--- src/rtl/uart_pkg.sv ---
// -----------------------------------------------------------------------------
// uart_pkg
// Types and constants shared by the memory-mapped UART transmitter.
//   uart_tx_state_t : transmitter FSM state encoding
//   UART_TX_ADDR    : store address the core decodes to push a byte
//   clks_per_bit()  : core clock cycles per serial bit (integer division)
// -----------------------------------------------------------------------------
package uart_pkg;

    typedef enum logic [1:0] {
        IDLE  = 2'd0,
        START = 2'd1,
        DATA  = 2'd2,
        STOP  = 2'd3
    } uart_tx_state_t;

    // Output register sits at 16384; the UART data port is the next word.
    localparam logic [31:0] UART_TX_ADDR = 32'd16388;

    function automatic int unsigned clks_per_bit(input int unsigned clk_hz,
                                                 input int unsigned baud);
        return clk_hz / baud;
    endfunction

endpackage

--- src/rtl/sync_fifo.sv ---
// -----------------------------------------------------------------------------
// sync_fifo
// Single-clock FIFO with first-word fall-through read data.
//   clk_i, rstn_i      : clock, asynchronous active-low reset
//   push_i/push_data_i : write one entry (ignored while full)
//   pop_i              : drop the head entry (ignored while empty)
//   pop_data_o         : current head entry
//   full_o/empty_o     : occupancy flags, derived from count_o
//   count_o            : number of stored entries, 0..DEPTH
//
// Handshake: a push is taken on an edge where push_i=1 and full_o=0; a pop is
// taken on an edge where pop_i=1 and empty_o=0. Both may happen on the same
// edge, in which case count_o is unchanged and both pointers advance. Note a
// push while full is dropped even if a pop happens on the same edge.
// -----------------------------------------------------------------------------
module sync_fifo #(
    parameter int WIDTH = 8,
    parameter int DEPTH = 8
) (
    input  logic                       clk_i,
    input  logic                       rstn_i,
    input  logic                       push_i,
    input  logic [WIDTH-1:0]           push_data_i,
    input  logic                       pop_i,
    output logic [WIDTH-1:0]           pop_data_o,
    output logic                       full_o,
    output logic                       empty_o,
    output logic [$clog2(DEPTH):0]     count_o
);

    localparam int AW = $clog2(DEPTH);
    localparam int CW = AW + 1;

    if ((DEPTH < 2) || ((DEPTH & (DEPTH - 1)) != 0)) begin : g_bad_depth
        $error("sync_fifo: DEPTH must be a power of two and at least 2");
    end

    logic [WIDTH-1:0] mem_q [DEPTH];
    logic [AW-1:0]    wr_ptr_q, wr_ptr_d;
    logic [AW-1:0]    rd_ptr_q, rd_ptr_d;
    logic [CW-1:0]    count_q, count_d;
    logic             push_ok;
    logic             pop_ok;

    assign full_o     = (count_q == CW'(DEPTH));
    assign empty_o    = (count_q == '0);
    assign count_o    = count_q;
    assign pop_data_o = mem_q[rd_ptr_q];

    assign push_ok = push_i && !full_o;
    assign pop_ok  = pop_i  && !empty_o;

    always_comb begin
        wr_ptr_d = wr_ptr_q;
        rd_ptr_d = rd_ptr_q;
        count_d  = count_q;
        if (push_ok) begin
            wr_ptr_d = wr_ptr_q + AW'(1);
        end
        if (pop_ok) begin
            rd_ptr_d = rd_ptr_q + AW'(1);
        end
        if (push_ok && !pop_ok) begin
            count_d = count_q + CW'(1);
        end else if (pop_ok && !push_ok) begin
            count_d = count_q - CW'(1);
        end
    end

    always_ff @(posedge clk_i or negedge rstn_i) begin
        if (!rstn_i) begin
            wr_ptr_q <= '0;
            rd_ptr_q <= '0;
            count_q  <= '0;
        end else begin
            wr_ptr_q <= wr_ptr_d;
            rd_ptr_q <= rd_ptr_d;
            count_q  <= count_d;
        end
    end

    // Storage needs no reset: only entries between the pointers are ever read.
    always_ff @(posedge clk_i) begin
        if (push_ok) begin
            mem_q[wr_ptr_q] <= push_data_i;
        end
    end

endmodule

--- src/rtl/uart_tx_fifo.sv ---
// -----------------------------------------------------------------------------
// uart_tx_fifo
// Memory-mapped 8N1 UART transmitter with a byte FIFO in front of it.
//   clk_i, rstn_i        : core clock, asynchronous active-low reset
//   wr_en_i, wr_data_i   : push one byte per asserted cycle (from core store)
//   full_o, empty_o      : FIFO occupancy flags
//   count_o              : FIFO occupancy
//   busy_o               : transmitter FSM is not IDLE
//   overflow_o, clr_ovf_i: sticky push-while-full flag and its clear
//   tx_o                 : serial line, idle high, LSB first
//   dbg_state_o          : current transmitter FSM state
//
// Handshake: wr_en_i is a one-cycle request with no ready; it is accepted on
// the edge only if full_o is low, otherwise the byte is lost and overflow_o
// is set on that edge. The FSM pops the FIFO head internally.
// -----------------------------------------------------------------------------
module uart_tx_fifo
    import uart_pkg::*;
#(
    parameter int unsigned CLK_FREQ_HZ = 100000000,
    parameter int unsigned BAUD        = 115200,
    parameter int unsigned FIFO_DEPTH  = 8
) (
    input  logic                          clk_i,
    input  logic                          rstn_i,
    input  logic                          wr_en_i,
    input  logic [7:0]                    wr_data_i,
    output logic                          full_o,
    output logic                          empty_o,
    output logic [$clog2(FIFO_DEPTH):0]   count_o,
    output logic                          busy_o,
    output logic                          overflow_o,
    input  logic                          clr_ovf_i,
    output logic                          tx_o,
    output uart_tx_state_t                dbg_state_o
);

    localparam int unsigned CLKS_PER_BIT = clks_per_bit(CLK_FREQ_HZ, BAUD);
    localparam int          BW           = (CLKS_PER_BIT < 2) ? 1 : $clog2(CLKS_PER_BIT);

    if (CLKS_PER_BIT < 2) begin : g_bad_baud
        $error("uart_tx_fifo: CLK_FREQ_HZ / BAUD must be at least 2");
    end

    // -------------------------------------------------------------------------
    // FIFO
    // -------------------------------------------------------------------------
    logic [7:0] fifo_head;
    logic       fifo_pop;

    sync_fifo #(
        .WIDTH (8),
        .DEPTH (int'(FIFO_DEPTH))
    ) u_fifo (
        .clk_i       (clk_i),
        .rstn_i      (rstn_i),
        .push_i      (wr_en_i),
        .push_data_i (wr_data_i),
        .pop_i       (fifo_pop),
        .pop_data_o  (fifo_head),
        .full_o      (full_o),
        .empty_o     (empty_o),
        .count_o     (count_o)
    );

    // -------------------------------------------------------------------------
    // Sticky overflow flag; a new overflow beats a clear on the same edge.
    // -------------------------------------------------------------------------
    logic overflow_q, overflow_d;

    always_comb begin
        overflow_d = overflow_q;
        if (clr_ovf_i) begin
            overflow_d = 1'b0;
        end
        if (wr_en_i && full_o) begin
            overflow_d = 1'b1;
        end
    end

    always_ff @(posedge clk_i or negedge rstn_i) begin
        if (!rstn_i) begin
            overflow_q <= 1'b0;
        end else begin
            overflow_q <= overflow_d;
        end
    end

    assign overflow_o = overflow_q;

    // -------------------------------------------------------------------------
    // Transmit FSM
    // -------------------------------------------------------------------------
    uart_tx_state_t state_q;
    logic [BW-1:0]  baud_q;
    logic [2:0]     bit_q;
    logic [7:0]     shift_q;
    logic           tx_q;
    logic           busy_q;
    logic           baud_last;

    assign baud_last = (baud_q == BW'(CLKS_PER_BIT - 1));

    // The head is taken either from IDLE or straight out of a finishing stop
    // bit, which is what keeps back-to-back frames contiguous.
    assign fifo_pop = !empty_o &&
                      ((state_q == IDLE) || ((state_q == STOP) && baud_last));

    always_ff @(posedge clk_i or negedge rstn_i) begin
        if (!rstn_i) begin
            state_q <= IDLE;
            baud_q  <= '0;
            bit_q   <= '0;
            shift_q <= '0;
            tx_q    <= 1'b1;
            busy_q  <= 1'b0;
        end else begin
            case (state_q)
                IDLE: begin
                    baud_q <= '0;
                    if (!empty_o) begin
                        shift_q <= fifo_head;
                        tx_q    <= 1'b0;
                        busy_q  <= 1'b1;
                        state_q <= START;
                    end
                end

                START: begin
                    if (baud_last) begin
                        baud_q  <= '0;
                        bit_q   <= '0;
                        tx_q    <= shift_q[0];
                        state_q <= DATA;
                    end else begin
                        baud_q <= baud_q + BW'(1);
                    end
                end

                DATA: begin
                    if (baud_last) begin
                        baud_q  <= '0;
                        shift_q <= {1'b0, shift_q[7:1]};
                        if (bit_q == 3'd7) begin
                            tx_q    <= 1'b1;
                            state_q <= STOP;
                        end else begin
                            // Next bit is shift_q[1] before the shift lands.
                            bit_q <= bit_q + 3'd1;
                            tx_q  <= shift_q[1];
                        end
                    end else begin
                        baud_q <= baud_q + BW'(1);
                    end
                end

                STOP: begin
                    if (baud_last) begin
                        baud_q <= '0;
                        if (!empty_o) begin
                            shift_q <= fifo_head;
                            tx_q    <= 1'b0;
                            state_q <= START;
                        end else begin
                            busy_q  <= 1'b0;
                            state_q <= IDLE;
                        end
                    end else begin
                        baud_q <= baud_q + BW'(1);
                    end
                end

                default: begin
                    baud_q  <= '0;
                    tx_q    <= 1'b1;
                    busy_q  <= 1'b0;
                    state_q <= IDLE;
                end
            endcase
        end
    end

    assign tx_o        = tx_q;
    assign busy_o      = busy_q;
    assign dbg_state_o = state_q;

endmodule

--- config.mk ---
export PLATFORM = sky130hd
export DESIGN_NAME = uart_tx_fifo
export DESIGN_NICKNAME = d
export VERILOG_FILES = /design/src/rtl/uart_pkg.sv /design/src/rtl/sync_fifo.sv /design/src/rtl/uart_tx_fifo.sv
export SDC_FILE = /design/constraint.sdc
export NUM_CORES = 1
export LEC_CHECK = 0
export BUFFER_PORTS_ARGS = -buffer_cell sky130_fd_sc_hd__buf_2
export CELL_PAD_IN_SITES_DETAIL_PLACEMENT = 1
export CELL_PAD_IN_SITES_GLOBAL_PLACEMENT = 2
export CORE_MARGIN = 4
export CORE_UTILIZATION = 40
export CTS_BUF_LIST = sky130_fd_sc_hd__clkbuf_16
export DETAILED_ROUTE_END_ITERATION = 10
export PLACE_DENSITY_LB_ADDON = 0.1
export RECOVER_POWER = 25
export SLEW_MARGIN = 5
export SYNTH_ARGS = -nofsm -noshare
export SYNTH_HDL_FRONTEND = slang
export SYNTH_SLANG_ARGS = --single-unit
--- constraint.sdc ---
create_clock -name clk_i -period 2.6 [get_ports clk_i]
set_input_delay 0.13 -clock clk_i [delete_from_list [all_inputs] [get_ports clk_i]]
set_output_delay 0.13 -clock clk_i [all_outputs]
set_load 0.005 [all_outputs]
==> flow_summary.yaml <==
outcome:
  status: "finished, final reports clean"
floorplan:
  io_pins: 23
  rows: 37
  start_util: 0.4168
  dieArea_um2: 12690
  die_h_um: 112.6
  dieWidth_um: 112.6
  fp.coreArea_um2: 10510
setup_path:
  critical_path_required_ps: 2860
  slowest_delay_ps: 590
  path_class: "register to register"
  worst-path-max-fanout: 4
  critical_path.cell_chain: "or4_4, inv_6, nor2_2, inv_1, ha_2, inv_2, ha_1, a21o_1, a21oi_2, mux2i_1, xnor2_1"
  endpoint: "u_fifo.count_o[3]"
  critPathLaunchType: "register"
  end_kind: "register"
  r2r_setup_slack_ps: 160
  regToRegEndpoint: "u_fifo.count_o[3]"
  timing.rr.start: "u_fifo.count_o[0]"
  ff2ff_path_depth: 11
  cp-startpoint: "u_fifo.count_o[0]"
  arrival_ps: 2700
  slowest_stage: "or4_4"
placed_design:
  io_buffers: 22
  gp_congestion: 0.7090
  dp_cells: 458
  hpwl_mm: 6.068
sta:
  fin_worst_skew_ps: 10.37
  min_period_ps: 2444
  fin_crit_sh: 0.9401
  fmax_mhz: 409.1
  hold_violations: 0
  worst_slew_margin_rel: 0.4194
  maxSlewViolCount: 0
  tightest_slew_ps: 870.9
  setup_viol_count_final: 0
  hold_slack_ps: 8.630
worst_hold_path:
  min_path_cells: 3
  hold_path.class: "input port to register"
logic_synthesis:
  synth_top_area_frac: 0.4387
  synth_top_flop_cell: "edfxtp_1"
  ys_ff_latch: 100
  synth_edf_count: 64
  ys_top_cells_by_count: "edfxtp_1, dfrtp_1, nand2_1, nor2_1, mux4_2"
  synth.most_common_cell: "edfxtp_1"
  synth_cell_types: 55
  synthTopCellsByArea: "edfxtp_1, dfrtp_1, mux4_2"
  synth_cells: 284
  ys_warn_count: 0
  ys_seq_area_frac: 0.6447
  netlist_area_um2: 4380
  syn_nets: 310
  synth_area_per_cell_um2: 15.42
  async_reset_ff_frac: 0.3600
  synth_top_area_cell: "edfxtp_1"
grt:
  grt_pass1_vias: 2723
  grt_usage: 0.1494
  grt_pass1_wl_mm: 14.86
  gr-total-overflow: 0
  antenna_found_initial: 0
  grt_max_degree: 37
route:
  drt_iter0_drc: 100
  post_drt_wl_per_cell_um: 18.07
  vias: 2458
  drc_errors: 0
  vias_per_cell: 5.142
  routed_wl_mm: 8.639
  drtAntennaViolNets: 0
  first_pass_iters: 4
cts:
  htreeDepth: 3
  clockBufferDepth: 2
  cts.sinks: 100
  cts_tree: "built"
  numCtsBuffers: 9
  path_clk_slew_ps: 80
  clockRootBuffer: "clkbuf_16"
  clk_latency_ps: 340
flow_run:
  drv_cap: 0
power_and_ir_drop:
  ir_worst_vdd_mv: 0.4491
  power_mw: 5.882
  p_leak_nw: 2.027
  power_density_nw_per_um2: 1136
cells_and_area:
  layout.nets: 363
  drive_gt1_frac: 0.2924
  final_cells: 478
  antenna_cells: 0
  areaGrowthSynthToFinish_pct: 18.19
[routing by layer]
metal | GRT usage | up-vias | routed length [um]
li1 | - | 1173 | -
met1 | 0.2057 | 1256 | 4132
met2 | 0.2480 | 23 | 4220
met3 | 0.02911 | 6 | 219
met4 | 0.03125 | 0 | 66
met5 | 0 | - | 0
[stage by stage]
stage | util | setup TNS, ps | setup slack, ps | instance area, um^2
6_report | 0.4927 | 0 | 155.7 | 5177
5_1_grt | 0.4927 | -4.860 | -4.860 | 5177
4_1_cts | 0.4898 | 0 | 10.94 | 5147
3_5_place_dp | 0.4574 | 0 | 5.247 | 4807
3_3_place_gp | 0.4574 | 0 | 113.6 | 4807
2_1_floorplan | - | 0 | 16.07 | 4380
[worst max-delay path: cells and delay by family, from the launching register on]
family	cells	cell delay, ps
AND/OR/NAND/NOR	2	630
XOR/XNOR	1	140
AO/OA/AOI/OAI	2	300
adder cells (fa/ha/maj)	2	450
multiplexers	1	230
flip-flops	1	420
buffers and inverters	3	200
[area by class of cell]
cell class	count	area [um^2]
Sequential cell	100	2825
Inverter	15	61.31
Multi-Input combinational cell	158	1475
Tap cell	136	170.2
Timing Repair Buffer	53	339.1
Clock buffer	9	225.2
Fill cell	1042	5331
Clock inverter	7	81.33
[what timing repair did]
item                       4_1_cts  5_1_grt
resized for setup                2        9
hold buffers                     2        0
hold endpoints to repair        36        0
pin swaps                        0        3
setup endpoints to repair        1        1
setup buffers                    0        2
[cells in the final DEF (no fill, tap or decap), types with 4 or more instances in the layout]
cell / instances
edfxtp_1: 64
nor3_1: 5
mux4_2: 16
nand3_1: 4
mux2i_1: 9
dfrtp_1: 34
clkbuf_16: 9
o21ai_0: 5
buf_2: 15
ha_1: 11
xnor2_1: 8
o221ai_1: 7
buf_4: 29
nor2_1: 17
xor2_1: 7
clkbuf_1: 7
nand2_1: 20
inv_1: 12
[cells by family after synthesis]
logic type / count (synthesis) / synth area share
adders and majority gates: 14 / 0.04170
DFF: 100 / 0.6447
xor gates and xnor gates: 15 / 0.02999
buffers and inverters: 26 / 0.02770
AOI/OAI and AO/OA: 28 / 0.05085
and+or+nand+nor: 71 / 0.08855
muxes: 30 / 0.1165
[power breakdown]
group / total (mW) / switching (mW) / leakage, nW / internal, mW
Sequential: 2.38 / 0.302 / 1.03 / 2.08
Clock: 1.33 / 0.640 / 0.150 / 0.693
Combinational: 2.17 / 1.06 / 0.847 / 1.10
[flip-flops by register name, summed over array words and instances, names as in the netlist]
name,count
overflow_o,1
u_fifo.count_o,4
busy_o,1
shift_q,8
u_fifo.mem_q,64
bit_q,3
u_fifo.rd_ptr_q,3
tx_o,1
dbg_state_o,2
u_fifo.wr_ptr_q,3
baud_q,10
[how the worst min path moves through the flow]
stage | start | endpoint | slack (ps)
final | wr_en_i | overflow_o | 9
after global routing | wr_en_i | overflow_o | 40
after CTS | wr_en_i | overflow_o | 1
after detailed placement | rstn_i | dbg_state_o[0] | 300
after global placement | rstn_i | busy_o | 300
after floorplan | rstn_i | baud_q[0] | -170
(Power assumes the default switching activity.)
